<file path="src/rtl/keypad_scanner.sv">
// rtl/keypad_scanner.sv - 4x4 hex keypad scanner with debounce, key decode and press flag
// Optional history of the last four keys on oHistory when KEYPAD_HISTORY_EN is defined.
module keypad_scanner #(
  parameter int SCAN_DIV       = 4,
  parameter int DEBOUNCE_TICKS = 3
) (
  input  logic        iClk,
  input  logic        iRst,
  output logic [3:0]  oCol,
  input  logic [3:0]  iRow,
  output logic [3:0]  oKey,
  output logic        oValid,
  output logic        oHeld,
  output logic [15:0] oHistory
);

  localparam int SW = (SCAN_DIV > 1) ? $clog2(SCAN_DIV) : 1;
  localparam int DW = $clog2(DEBOUNCE_TICKS + 1);

  typedef enum logic [1:0] {
    SCAN     = 2'd0,
    DEBOUNCE = 2'd1,
    PRESSED  = 2'd2
  } state_t;

  state_t          state, state_nxt;
  logic [3:0]      row_m, row_s;
  logic [SW-1:0]   slot_cnt;
  logic            tick;
  logic [3:0]      cand, cand_nxt;
  logic [DW-1:0]   deb_cnt, deb_nxt;
  logic [DW-1:0]   rel_cnt, rel_nxt;
  logic [3:0]      col_nxt;
  logic [3:0]      col_rot;
  logic [3:0]      key_nxt;
  logic            held_nxt;
  logic            accept;
  logic            row_onehot;

  // Bit position of a one-hot nibble; zero for anything else.
  function automatic logic [1:0] enc4(input logic [3:0] v);
    logic [1:0] r;
    case (v)
      4'b0010: r = 2'd1;
      4'b0100: r = 2'd2;
      4'b1000: r = 2'd3;
      default: r = 2'd0;
    endcase
    return r;
  endfunction

  assign tick       = (slot_cnt == SW'(SCAN_DIV - 1));
  assign col_rot    = {oCol[2:0], oCol[3]};
  assign row_onehot = (row_s != 4'd0) && ((row_s & (row_s - 4'd1)) == 4'd0);

  // Two-flop synchronizer for the asynchronous row sense lines.
  always_ff @(posedge iClk or posedge iRst) begin
    if (iRst) begin
      row_m <= 4'd0;
      row_s <= 4'd0;
    end else begin
      row_m <= iRow;
      row_s <= row_m;
    end
  end

  // Column slot timer; the last clock of each slot is the sampling tick.
  always_ff @(posedge iClk or posedge iRst) begin
    if (iRst) slot_cnt <= '0;
    else if (tick) slot_cnt <= '0;
    else slot_cnt <= slot_cnt + SW'(1);
  end

  // Scanner state and output registers.
  always_ff @(posedge iClk or posedge iRst) begin
    if (iRst) begin
      state   <= SCAN;
      oCol    <= 4'b0001;
      cand    <= 4'd0;
      deb_cnt <= '0;
      rel_cnt <= '0;
      oKey    <= 4'd0;
      oValid  <= 1'b0;
      oHeld   <= 1'b0;
    end else begin
      state   <= state_nxt;
      oCol    <= col_nxt;
      cand    <= cand_nxt;
      deb_cnt <= deb_nxt;
      rel_cnt <= rel_nxt;
      oKey    <= key_nxt;
      oValid  <= accept;
      oHeld   <= held_nxt;
    end
  end

  // Next-state logic: scan, debounce a single-row candidate, then wait for a debounced release.
  always_comb begin
    state_nxt = state;
    col_nxt   = oCol;
    cand_nxt  = cand;
    deb_nxt   = deb_cnt;
    rel_nxt   = rel_cnt;
    key_nxt   = oKey;
    held_nxt  = oHeld;
    accept    = 1'b0;
    if (tick) begin
      case (state)
        SCAN: begin
          if (row_onehot) begin
            cand_nxt = row_s;
            deb_nxt  = DW'(1);
            if (DEBOUNCE_TICKS == 1) accept = 1'b1;
            else state_nxt = DEBOUNCE;
          end else begin
            // Idle or ghosting multi-key pattern: keep scanning.
            col_nxt = col_rot;
          end
        end
        DEBOUNCE: begin
          if (row_s == cand) begin
            deb_nxt = deb_cnt + DW'(1);
            if (deb_nxt == DW'(DEBOUNCE_TICKS)) accept = 1'b1;
          end else begin
            // Bounce: retry from the same column before moving on.
            deb_nxt   = '0;
            state_nxt = SCAN;
          end
        end
        PRESSED: begin
          if (row_s == 4'd0) begin
            rel_nxt = rel_cnt + DW'(1);
            if (rel_nxt == DW'(DEBOUNCE_TICKS)) begin
              rel_nxt   = '0;
              held_nxt  = 1'b0;
              col_nxt   = col_rot;
              state_nxt = SCAN;
            end
          end else begin
            rel_nxt = '0;
          end
        end
        default: state_nxt = SCAN;
      endcase
    end
    if (accept) begin
      key_nxt   = {enc4(row_s), enc4(oCol)};
      held_nxt  = 1'b1;
      deb_nxt   = '0;
      rel_nxt   = '0;
      state_nxt = PRESSED;
    end
  end

`ifdef KEYPAD_HISTORY_EN
  logic [15:0] hist;

  // Shift each newly accepted key into the low digit.
  always_ff @(posedge iClk or posedge iRst) begin
    if (iRst) hist <= 16'h0000;
    else if (accept) hist <= {hist[11:0], key_nxt};
  end

  assign oHistory = hist;
`else
  assign oHistory = 16'h0000;
`endif

endmodule

</file>
<file path="config.mk">
export PLATFORM = sky130hd
export DESIGN_NAME = keypad_scanner
export DESIGN_NICKNAME = d
export VERILOG_FILES = /design/src/rtl/keypad_scanner.sv
export SDC_FILE = /design/constraint.sdc
export NUM_CORES = 1
export LEC_CHECK = 0
export ABC_AREA = 1
export BUFFER_PORTS_ARGS = -buffer_cell sky130_fd_sc_hd__buf_2
export CORE_UTILIZATION = 41
export DETAILED_ROUTE_END_ITERATION = 16
export GPL_TIMING_DRIVEN = 0
export PLACE_DENSITY = 0.72
export SLEW_MARGIN = 20
export SYNTH_ARGS = -nofsm -noshare
export SYNTH_HDL_FRONTEND = slang
export SYNTH_SLANG_ARGS = --single-unit
</file>
<file path="constraint.sdc">
create_clock -name iClk -period 1.5 [get_ports iClk]
set_clock_uncertainty 0.1 [all_clocks]
set_input_delay 0 -clock iClk [delete_from_list [all_inputs] [get_ports iClk]]
set_output_delay 0 -clock iClk [all_outputs]
set_load 0.02 [all_outputs]
</file>
==> results.md <==
- Final setup TNS: 0 ns
- Worst slew pin tran: 0.603 ns
- Pins Over Slew Limit: 0
- Final-report hold violation count: 0
- NumNets Final: 236
- Final worst-path cycle share: 96.4%
- CTS tree: yes
- Crit Path Max Fanout: 5
- Max cap viols: 0
- Yosys top cell area share: 47.5%
- Min Hold Slack: 0.228 ns
- Flops & latches, synth: 30
- Placed cell areas: 1720 sq um
- CP cell instances: inv_2 > nand2_2 > nand2_2 > nor2_4 > nand2_4 > nor2_4 > nor2_2 > nand2_1 > nand2_1
- Vias in the first global route: 1085
- Clock sink count: 30
- Via density: 4.48
- Fin cells: 274
- Initial Util: 44.4%
- Static leakage: 0.00101 uW
- CP max stage delay: 0.43 ns
- Final instance area: 2020 sq um
- Crit end category: flip-flop
- Total Routing Usage GR: 15.6%
- Sequential element share of the synthesized area: 49.2%
- DPL Wire Length: 1920 microns
- Unrepaired setup endpoints after global routing: yes
- Syn_area_per_cell: 8.59 sq um
- Clock H-tree levels: 2
- Post-route antenna net violation count: 0
- R2r startpoint: row_s[3]$_DFF_PP0_
- DIE HEIGHT: 63.1 microns
- Die area: 3980 sq um
- Power per cell area: 1120 nW/um^2
- HP Class: in2async
- Boundary pin count: 32
- Slowest stage cell, crit path: dfrtp_2
- P&R area growth vs syn: 32.2%
- First-pass GRT wire length: 4640 microns
- Critical path data required time: 1.57 ns
- GRT overflow: 0
- Initial antenna violation count: 0
- Peak supply drop: 0.000923 V
- Die W: 63.1 microns
- Cell variety after synth: 24
- Status: finished, final reports clean
- Most frequent cells in the layout: 36 x nand2_1, 25 x dfrtp_1, 22 x buf_4, 16 x o21ai_1, 16 x conb_1
- Rel. slew slack: 59.8%
- Critical path endpoint: state[0]$_DFFE_PP0P_
- Layout cells sized above 1: 40.4%
- CTS root buf: clkbuf_8
- Largest net degree at the start of global routing: 31
- CORE AREA: 3440 sq um
- Yosys warns: 0
- DR pass1 iterations: 4
- Total CTS buffers: 5
- Worst-skew pair later-pin latency: 0.29 ns
- Startpoint types: flip-flop
- DRC viols: 0
- Reg2reg path depth: 9
- RR Endpoint: state[0]$_DFFE_PP0P_
- Reg clk slew, reported paths: 0.07 ns
- Mapped Cells: 178
- CTS Buffer Depth: 2
- Most common cell after layout, fill and taps aside: nand2_1
- Gpl congestion: 0.829
- Synth area leaders: dfrtp_1 47%, nand2_1 11%, buf_4 7.9%
- Pwr Total: 2270 uW
- Setup Crit Path Kind: reg2reg
- Min Tclk post-route: 1.45 ns
- Reg-to-reg slack, setup: 0.05 ns
- Drt initial violations: 15
- Highest clock rate: 691 MHz
- WL/cell: 10.7 microns
- Port bufs: 15
- CP startpoint: row_s[3]$_DFF_PP0_
- Mapped Area: 1530 sq um
- Vias: 1228
- Synth area leader: dfrtp_1
- Placed Cells: 254
- CP arrival: 1.52 ns
- Final setup fails: 0
- N_diodes: 0
- Final wirelength: 2930 microns
- Rows: 21
## routing by layer
layer	wire length (microns)	part of all wire [%]	global-route usage, %
met4	72	2.5	9.01
met5	0	0	0
met3	138	4.7	4.89
met1	1310	45	17.3
met2	1410	48	26.2
## power by group
| part | internal (uW) | total (uW) | switching (uW) |
|---|---|---|---|
| clock | 325 | 645 | 320 |
| sequential | 903 | 984 | 81.4 |
| combinational | 248 | 638 | 390 |
## worst max-delay path, delay by kind of cell, from the launching register on
family / cells / cell delay, ns
AND/OR/NAND/NOR: 8 / 0.73
flip-flops: 1 / 0.43
buffers and inverters: 1 / 0.07
## how the worst min path moves through the flow
stage,to,cells past startpoint
finish,oHeld$_DFFE_PP0P_,3
global route,row_m[1]$_DFF_PP0_,2
CTS,row_s[2]$_DFF_PP0_,0
detailed placement,row_m[2]$_DFF_PP0_,1
global placement,row_m[3]$_DFF_PP0_,1
floorplan,row_m[0]$_DFF_PP0_,0
## per-stage QoR
stage	utilization (%)	setup slack, ns
3_3_place_gp	49.9	-0.0135
6_report	58.7	0.0535
4_1_cts	54.5	-0.0158
3_5_place_dp	49.9	-0.0506
2_1_floorplan	-	0.121
5_1_grt	58.7	-0.0336
## state kept, by name (all words and copies together), names as in the netlist
register and flops:
row_m 4, oCol 4, cand 4, deb_cnt 2
rel_cnt 2, oValid 1, oKey 4, slot_cnt 2
oHeld 1, row_s 4, state 2
## final cells by class
class,instances,area [sq um]
Fill cell,292,1420
Sequential cell,30,757
Multi-Input combinational cell,126,744
Timing Repair Buffer,26,170
Buffer,16,120
Inverter,22,82.6
Clock buffer,5,68.8
Tap cell,46,57.6
Clock inverter,3,21.3
## cells by family after synthesis
kind of cell               after synthesis  share of synthesized area [%]
and+or+nand+nor                         87                           28.6
buffers and inverters                   38                           13.3
DFF                                     30                           49.2
AOI/OAI and AO/OA                       19                           6.30
adders and majority gates                3                           2.46
other                                    1                          0.245
## Yosys cell counts
cell and number:
nand3_2 2, dfrtp_1 29, nor4_1 2, nand2_1 44, ha_1 3, nand4_1 1
buf_4 16, nand4_2 1, nor2_1 12, dfstp_2 1, o21ai_1 16, inv_1 16
nand3_1 7, inv_2 5, nor2_2 1, or2_2 1, nor3_1 3, conb_1 1
nor2_4 4, a31oi_1 1, o21ai_0 2, nand3_4 1, clkinv_1 1, nand2_2 8
## timing repair
action | in CTS | in global routing
resized for setup | 2 | 28
buffers inserted | 0 | 6
cloned | 1 | 0
endpoints found under the hold margin | 33 | 0
hold buffers | 5 | 0
pin swaps | 1 | 13
setup endpoints to repair | 2 | 18
No activity file was read; power rests on OpenSTA's default activity.
